`config.mk`:
```
export PLATFORM = sky130hd
export DESIGN_NAME = multi_operand_loader
export DESIGN_NICKNAME = d
export VERILOG_FILES = /design/src/rtl/loader_pkg.sv /design/src/rtl/edge_rise.sv /design/src/rtl/multi_operand_loader.sv
export SDC_FILE = /design/constraint.sdc
export NUM_CORES = 1
export LEC_CHECK = 0
export CAP_MARGIN = 20
export CORE_ASPECT_RATIO = 1.75
export CORE_MARGIN = 5
export CORE_UTILIZATION = 45
export CTS_CLUSTER_SIZE = 10
export DETAILED_ROUTE_END_ITERATION = 8
export GPL_ROUTABILITY_DRIVEN = 0
export PLACE_DENSITY = 0.86
export SLEW_MARGIN = 10
export SYNTH_ARGS = -nofsm -noshare
export SYNTH_HDL_FRONTEND = slang
export SYNTH_HIERARCHICAL = 1
export SYNTH_SLANG_ARGS = --single-unit
```
`constraint.sdc`:
```
create_clock -name clk -period 2.5 [get_ports clk]
set_clock_uncertainty 0.2 [all_clocks]
set_input_delay 0.5 -clock clk [delete_from_list [all_inputs] [get_ports clk]]
set_output_delay 0.5 -clock clk [all_outputs]
set_load 0.05 [all_outputs]
```
`src/rtl/loader_pkg.sv`:
```
// Shared definitions for operand loaders: FSM state codes and the narrowing helpers.
// Latency: none (types and pure functions only).
// Backpressure: not applicable.
package loader_pkg;

    // Only the four codes below are reachable. Any other value falls back to IDLE.
    typedef enum logic [2:0] {
        ST_IDLE = 3'd0,
        ST_ARM  = 3'd1,
        ST_CAPT = 3'd2,
        ST_DONE = 3'd3
    } state_t;

    // Operands are handled at up to 32 bits here.
    // Callers zero-extend their input and cast the result back to their own width.
    localparam int MAX_W = 32;

    function automatic logic [MAX_W-1:0] keep_mask(input int data_w);
        keep_mask = (data_w >= MAX_W) ? '1 : ((32'd1 << data_w) - 32'd1);
    endfunction

    // True when any bit at or above data_w is set, so the value does not fit.
    function automatic logic clips(input logic [MAX_W-1:0] din, input int data_w);
        clips = (din & ~keep_mask(data_w)) != '0;
    endfunction

    // sat=0: keep the low data_w bits.
    // sat=1: clamp to the all-ones value when the input does not fit.
    function automatic logic [MAX_W-1:0] narrow(input logic [MAX_W-1:0] din,
                                                 input logic sat,
                                                 input int data_w);
        if (sat && clips(din, data_w))
            narrow = keep_mask(data_w);
        else
            narrow = din & keep_mask(data_w);
    endfunction

endpackage

```
`src/rtl/edge_rise.sv`:
```
// Rising-edge detector: one flop of history plus an AND gate.
// Latency: rise is combinational from din, and is high for the single cycle after a 0->1 change.
// Backpressure: none; a level held high yields exactly one event.
// Ports: clk, reset (async active-high), din (level in), rise (edge pulse out).
module edge_rise (
    input  logic clk,
    input  logic reset,
    input  logic din,
    output logic rise
);

    logic din_q;

    always_ff @(posedge clk or posedge reset) begin
        if (reset)
            din_q <= 1'b0;
        else
            din_q <= din;
    end

    assign rise = din & ~din_q;

endmodule

```
`src/rtl/multi_operand_loader.sv`:
```
// Operator-paced loader: a request edge arms the unit, and each confirm edge stores one narrowed operand.
// Latency: for a confirm edge at cycle N, data_out updates at N+1, and ch_valid/ch_idx/done update at N+2.
// Backpressure: none; a confirm edge that arrives outside ARM is dropped, and the operator must press again.
// Ports: clk, reset, request, confirm, inputData in; data_out (flattened channels), ch_valid, ch_idx,
//        done, clipped, state out.
module multi_operand_loader
    import loader_pkg::*;
#(
    parameter int IN_W     = 8,
    parameter int DATA_W   = 7,
    parameter int NUM_CH   = 2,
    parameter int SAT_MODE = 0
) (
    input  logic                     clk,
    input  logic                     reset,
    input  logic                     request,
    input  logic                     confirm,
    input  logic [IN_W-1:0]          inputData,
    output logic [NUM_CH*DATA_W-1:0] data_out,
    output logic [NUM_CH-1:0]        ch_valid,
    output logic [3:0]               ch_idx,
    output logic                     done,
    output logic                     clipped,
    output logic [2:0]               state
);

    localparam logic SAT = (SAT_MODE != 0);

    logic        req_rise;
    logic        conf_rise;
    state_t      st;
    logic        clip_pend;   // clamp flag of the operand captured in ARM, committed in CAPT
    logic        cap_en;
    logic [DATA_W-1:0] nar_dat;
    logic        nar_clip;

    edge_rise u_req_edge (
        .clk   (clk),
        .reset (reset),
        .din   (request),
        .rise  (req_rise)
    );

    edge_rise u_conf_edge (
        .clk   (clk),
        .reset (reset),
        .din   (confirm),
        .rise  (conf_rise)
    );

    assign nar_dat  = DATA_W'(narrow(MAX_W'(inputData), SAT, DATA_W));
    assign nar_clip = SAT & clips(MAX_W'(inputData), DATA_W);

    // Restart has priority: a confirm edge that coincides with a request edge captures nothing.
    assign cap_en = (st == ST_ARM) && conf_rise && !req_rise;

    always_ff @(posedge clk or posedge reset) begin
        if (reset) begin
            st        <= ST_IDLE;
            ch_valid  <= '0;
            ch_idx    <= 4'd0;
            done      <= 1'b0;
            clipped   <= 1'b0;
            clip_pend <= 1'b0;
        end else begin
            case (st)
                ST_IDLE: begin
                    done <= 1'b0;
                    if (req_rise) begin
                        st       <= ST_ARM;
                        ch_valid <= '0;
                        ch_idx   <= 4'd0;
                        clipped  <= 1'b0;
                    end
                end
                ST_ARM: begin
                    if (req_rise) begin
                        ch_valid <= '0;
                        ch_idx   <= 4'd0;
                        clipped  <= 1'b0;
                    end else if (conf_rise) begin
                        st        <= ST_CAPT;
                        clip_pend <= nar_clip;
                    end
                end
                ST_CAPT: begin
                    if (req_rise) begin
                        // The operand already written stays in data_out, but it is not marked valid.
                        st       <= ST_ARM;
                        ch_valid <= '0;
                        ch_idx   <= 4'd0;
                        clipped  <= 1'b0;
                    end else begin
                        for (int k = 0; k < NUM_CH; k++) begin
                            if (ch_idx == 4'(k))
                                ch_valid[k] <= 1'b1;
                        end
                        if (clip_pend)
                            clipped <= 1'b1;
                        if (ch_idx == 4'(NUM_CH - 1)) begin
                            st   <= ST_DONE;
                            done <= 1'b1;
                        end else begin
                            st     <= ST_ARM;
                            ch_idx <= ch_idx + 4'd1;
                        end
                    end
                end
                ST_DONE: begin
                    st   <= ST_IDLE;
                    done <= 1'b0;
                end
                default: begin
                    st   <= ST_IDLE;
                    done <= 1'b0;
                end
            endcase
        end
    end

    assign state = st;

    // One enabled register per channel. Each register is written only in its own capture slot.
    for (genvar k = 0; k < NUM_CH; k++) begin : g_ch
        logic [DATA_W-1:0] op_q;

        always_ff @(posedge clk or posedge reset) begin
            if (reset)
                op_q <= '0;
            else if (cap_en && (ch_idx == 4'(k)))
                op_q <= nar_dat;
        end

        assign data_out[k*DATA_W +: DATA_W] = op_q;
    end

endmodule
```
# == After elaboration in Yosys (flattened, before gate mapping) ==
# Index checks and enable logic that the tools add are counted.
# totals
regBits,27
in_bits,12
elab_cells,64
# classes
add_sub_neg,1
n_eq_ne,13
n_mux,19
n_bitwise,5
n_reduce_logical,16
# ops
operator,count
AND reduction 3 bit,6
two-way mux 4 bit,3
inequality test 2 bit (second input constant),6
two-way mux 3 bit,3
inequality test 3 bit (second input constant),3
one-hot mux 3 bit (3 select lines),1
two-way mux 2 bit,4
one-hot mux 4 bit (2 select lines),1
two-way mux 1 bit,5
adder 4 x 1 -> 4 bit (second input constant),1
equality test 4 x 1 -> 1 bit (second input constant),1
logical AND 1 bit,4
logical NOT 4 bit,1
one-hot mux 2 bit (2 select lines),1
equality test 3 x 1 -> 1 bit (second input constant),1
equality test 3 x 2 -> 1 bit (second input constant),1
logical NOT 3 bit,1
NOT 1 bit,3
OR reduction 3 bit,1
bitwise AND 1 bit,2
inequality test 2 x 1 -> 1 bit (second input constant),1
one-hot mux 1 bit (2 select lines),1
nonzero test 2 bit,1
OR reduction 2 bit,1
logical NOT 1 bit,1

# == Logic depth before layout (Yosys ltp) ==
# Gate-level depths: netlist (run 1).
# depth
depth_word,5
depth_mapped,5
mapped_depth_nobuf,5

# == By module ==
# Netlist (run 1), hierarchy kept.
# modules_own_cells
module,n_inst,cells_per_inst,area_each_um2
multi_operand_loader,1,87,1084.8
edge_rise,2,3,42.5

# == Least setup slack after synthesis (run 1) ==
# OpenSTA, ideal clock, no wires.
# synth_path
path_kind,flip-flop to flip-flop
from,register ch_idx[0]
to,register ch_idx[3]
setup_ps,122
arrival_time_ps,1741
setup_slack_ps,438
path_stages_with_launch,5
path_cell_list,dfrtp_1 > ha_1 > or3b_4 > a32o_1 > a32o_1
# synth_via
elab_chain_len,4
# synth_rtl
item,line,rtl
from (decl),multi_operand_loader.sv:21,"output logic [3:0] ch_idx,"
from (signal assigned),multi_operand_loader.sv:105,ch_idx <= ch_idx + 4'd1;
adder 4 x 1 -> 4 bit,multi_operand_loader.sv:105,
two-way mux 4 bit,multi_operand_loader.sv:100,if (ch_idx == 4'(NUM_CH - 1)) begin
two-way mux 4 bit,multi_operand_loader.sv:87,if (req_rise) begin
one-hot mux 4 bit (2 select lines),multi_operand_loader.sv:66,case (st)
# Parallel ways exist; a longest one is shown, timed or not. The select of a mux whose other input is x is not followed.
# A chain may end at the register's enable or synchronous reset.

# == Worst setup path after layout (run 1) ==
# layout_path
from,register ch_idx[2]
to,output port ch_idx[2]
# No word-level cell between the ends.

==> qor.tcl, run 1 <==
set qor(critPathRequiredTime_ns) 1.80
set qor(run_status) {completed}
set qor(grt_first_pass_wirelength_um) 4416
set qor(timing.critical_path.max_delay_family) {buffers and inverters}
set qor(cts_max_level) 1
set qor(global_routing_s_busiest_layer) {met2}
set qor(synth_sequential_area_ratio_pct) 53.48
set qor(timing.critical_path.cells) {clkdlybuf4s50_1}
set qor(grt_antenna_before_repair) 0
set qor(layout-drive-gt1-share_pct) 22.05
set qor(synth_top_family_by_area) {simple AND/OR/NAND/NOR gates}
set qor(synth.mux.area_fraction_pct) 13.48
set qor(setup_viol) 0
set qor(synthesis.yosys.warnings) 6
set qor(design.portCount) 37
set qor(ir_worst_vdd_mv) 0.9314
set qor(timing.hold.worst.class) {in -> async}
set qor(die-area_mm2) 0.003759
set qor(syn_area_mm2) 0.001170
set qor(timing.reg2reg.setup_slack_ns) 0.50
set qor(cts_tree) {yes}
set qor(timing.critical_path.buf_inv) 1
set qor(dr_total_vias) 832
set qor(r2r_start) {ch_idx[1]}
set qor(power.static_leakage_nw) 0.7268
set qor(final.min_clock_period_ns) 2.331
set qor(drt-total-wl_um) 2500
set qor(timing.final.hold_violations) 0
set qor(slew-limit-headroom_pct) 65.09
set qor(netlist.top_cell.by_area) {sky130_fd_sc_hd__dfrtp_1}
set qor(cpPeakStageDelay_ns) 0.86
set qor(route.detailed.vias_per_inst) 5.438
set qor(clock_pin_slew_worst_setup_and_hold_paths_ns) 0.08
set qor(cell_with_the_largest_stage_delay_on_the_worst_path) {sky130_fd_sc_hd__clkdlybuf4s50_1}
set qor(timing.critical_path.fanout_max) 9
set qor(clk_root_buffer_cell) {sky130_fd_sc_hd__clkbuf_8}
set qor(number_of_buffers_created_by_cts) 3
set qor(die_width_um) 48.54
set qor(yosys-top-cells-area) {sky130_fd_sc_hd__dfrtp_1, sky130_fd_sc_hd__mux2_2, sky130_fd_sc_hd__a32o_1}
set qor(initial_core_util_pct) 46.94
set qor(grt_pass1_vias) 932
set qor(worst_r2r_path_depth) 5
set qor(max_cap_viol_count) 0
set qor(overall_die_height_um) 77.45
set qor(grt_use_met1_pct) 15.76
set qor(global_route.usage.met3_pct) 5.939
set qor(antenna_cells) 0
set qor(setup-tns-final_ns) 0
set qor(finalNetCount) 143
set qor(critPathArrivalTime_ns) 1.63
set qor(drt_first_pass_iters) 4
set qor(clock_path_buffers) 2
set qor(synth-xor-area-share_pct) 0
set qor(worstSkewPairLatency_ns) 0.25
set qor(final_common_cell) {sky130_fd_sc_hd__clkdlybuf4s50_1}
set qor(synth_cells) 93
set qor(hpwl_after_detailed_placement_um) 1981
set qor(final_core_util_pct) 62.50
set qor(global_route.usage.met2_pct) 25.26
set qor(top_library_cells_by_usage_in_the_layout_fill_and_taps_aside) {sky130_fd_sc_hd__clkdlybuf4s50_1, sky130_fd_sc_hd__dfrtp_1, sky130_fd_sc_hd__mux2_2}
set qor(synth_compound_gate_area_share_pct) 9.412
set qor(cts_resized) 0
set qor(ys_seq_elements) 25
set qor(route.detailed.drc) 0
set qor(start_kind) {flop}
set qor(drt-wirelength-per-cell_um) 16.34
set qor(timing.final.max_slew_violations) 0
set qor(yosys.area_share.simple_pct) 15.94
set qor(rr_endpoint) {g_ch[1].op_q[2]}
set qor(tritoncts_num_sinks) 25
set qor(core-area_mm2) 0.002492
set qor(final.fill_count) 203
set qor(drt-initial-drc-count) 21
set qor(grt_setup_unrepaired) {false}
set qor(io_buffers) 33
set qor(pin_count_of_the_biggest_net_entering_global_routing) 24
set qor(max_clock_freq_mhz) 429.0
set qor(tightestPinTransition_ns) 0.5220
set qor(globalRouteOverflowTotal) 0
set qor(area_growth_syn_to_layout_pct) 33.15
set qor(grt_util_all_layers_pct) 14.44
set qor(power_density_cells_mw_per_mm2) 1128
set qor(period_share_pct) 93.24
set qor(worstSetupPathType) {reg -> out}
set qor(floorplan.rows) 24
set qor(cts.hold.buffers_added) 0
set qor(avgSynthCellArea_um2) 12.58
set qor(ant_nets) 0
set qor(post_synth_cell_types) 28
set qor(setup_buffers_after_cts) 0
set qor(synth_fa_ha_area_share_pct) 3.209
set qor(synth.top_cell.area_share_pct) 53.48
set qor(timing.critical_path.to_type) {output port}
[worst max-delay path by stage]
| stage | start | cells after the start | end |
|---|---|---|---|
| after global routing | ch_idx[2] | 1 | ch_idx[2] |
| after floorplan | ch_idx[0] | 4 | ch_idx[3] |
| after CTS | ch_idx[2] | 1 | ch_idx[2] |
| after detailed placement | request | 5 | g_ch[1].op_q[2] |
| final | ch_idx[2] | 1 | ch_idx[2] |
| after global placement | request | 5 | g_ch[1].op_q[6] |
[logic make-up after synthesis]
| group | after synthesis |
|---|---|
| compound gates | 13 |
| mux | 14 |
| flops | 25 |
| other cells | 1 |
| simple gates | 26 |
| buf+inv | 11 |
| fa+ha+maj | 3 |
[metal layers]
| metal | vias to the layer above | share of wire, % | wire (um) |
|---|---|---|---|
| met2 | 25 | 55 | 1374 |
| met3 | 4 | 8.6 | 214 |
| met1 | 407 | 36 | 892 |
| met5 | - | 0 | 0 |
| met4 | 0 | 0.72 | 18 |
| li1 | 396 | - | - |
[final cells by class]
cell class,count,area (um^2),share of cell area (%)
Timing Repair Buffer,34,332.8,21.37
Tap cell,26,32.53,2.088
Multi-Input combinational cell,58,499.2,32.05
Clock buffer,4,45.04,2.892
Sequential cell,25,625.6,40.16
Inverter,6,22.52,1.446
[state kept, by name, indices dropped and copies added (netlist names)]
name / cells
g_ch.op_q: 14
ch_idx: 4
ch_valid: 2
state: 2
done: 1
u_conf_edge/din_q: 1
u_req_edge/din_q: 1
[metrics by stage]
stage | instance area [um^2] | worst slack (ns) | std cells | power (mW) | hold WS (ns)
global placement | 1513 | 0.2627 | 149 | 1.523 | 0.2809
finish | 1558 | 0.1689 | 153 | 1.757 | 0.2250
floorplan | 1174 | 0.4378 | 94 | 1.226 | 0.02871
global route | 1558 | 0.09953 | 153 | 1.855 | 0.2204
CTS | 1558 | 0.1567 | 153 | 1.775 | 0.2230
detailed placement | 1513 | 0.2121 | 149 | 1.547 | 0.2955
[Yosys cell counts]
cell	count
sky130_fd_sc_hd__and4b_1	1
sky130_fd_sc_hd__nand4_2	2
sky130_fd_sc_hd__nor2b_4	2
sky130_fd_sc_hd__or3b_4	1
sky130_fd_sc_hd__dfrtp_1	25
sky130_fd_sc_hd__inv_1	6
sky130_fd_sc_hd__a21oi_1	1
sky130_fd_sc_hd__a211o_1	2
sky130_fd_sc_hd__nor2b_1	2
sky130_fd_sc_hd__and4_1	1
sky130_fd_sc_hd__a2bb2oi_1	1
sky130_fd_sc_hd__conb_1	1
sky130_fd_sc_hd__mux2_2	14
sky130_fd_sc_hd__a21boi_0	1
sky130_fd_sc_hd__a32o_1	4
sky130_fd_sc_hd__nand2_1	6
sky130_fd_sc_hd__o31a_1	1
sky130_fd_sc_hd__clkbuf_1	3
sky130_fd_sc_hd__nor2_1	5
sky130_fd_sc_hd__a31oi_1	1
sky130_fd_sc_hd__buf_4	2
sky130_fd_sc_hd__or2_2	1
sky130_fd_sc_hd__ha_1	3
sky130_fd_sc_hd__and3_1	2
sky130_fd_sc_hd__a22o_1	1
sky130_fd_sc_hd__o31ai_1	1
sky130_fd_sc_hd__nor3b_2	2
sky130_fd_sc_hd__nand4_1	1
[worst reg2reg max path: cells and delay by family, from the launching register on]
| family | cells | cell delay [ns] |
|---|---|---|
| buffers and inverters | 1 | 0.11 |
| adders and majority gates | 1 | 0.15 |
| and+or+nand+nor | 2 | 0.61 |
| muxes | 1 | 0.36 |
| DFF | 1 | 0.46 |
[power breakdown]
group | total (mW) | leakage (nW) | switching, mW | internal [mW]
logic | 0.922 | 0.383 | 0.591 | 0.331
clock network | 0.224 | 0.0228 | 0.110 | 0.113
registers | 0.611 | 0.321 | 0.0836 | 0.528
total | 1.76 | 0.727 | 0.785 | 0.973
(Power assumes the default switching activity.)
==> inputs of run 2 (changes only) <==
SLEW_MARGIN = 20   (was 10)
==> results of run 2 <==
The final DEF is identical to that of run 1; final timing and power are the same.
==> inputs of run 3 (changes only) <==
CAP_MARGIN = not set   (was 20)
==> results of run 3 <==
The final DEF is identical to that of run 1; final timing and power are the same.
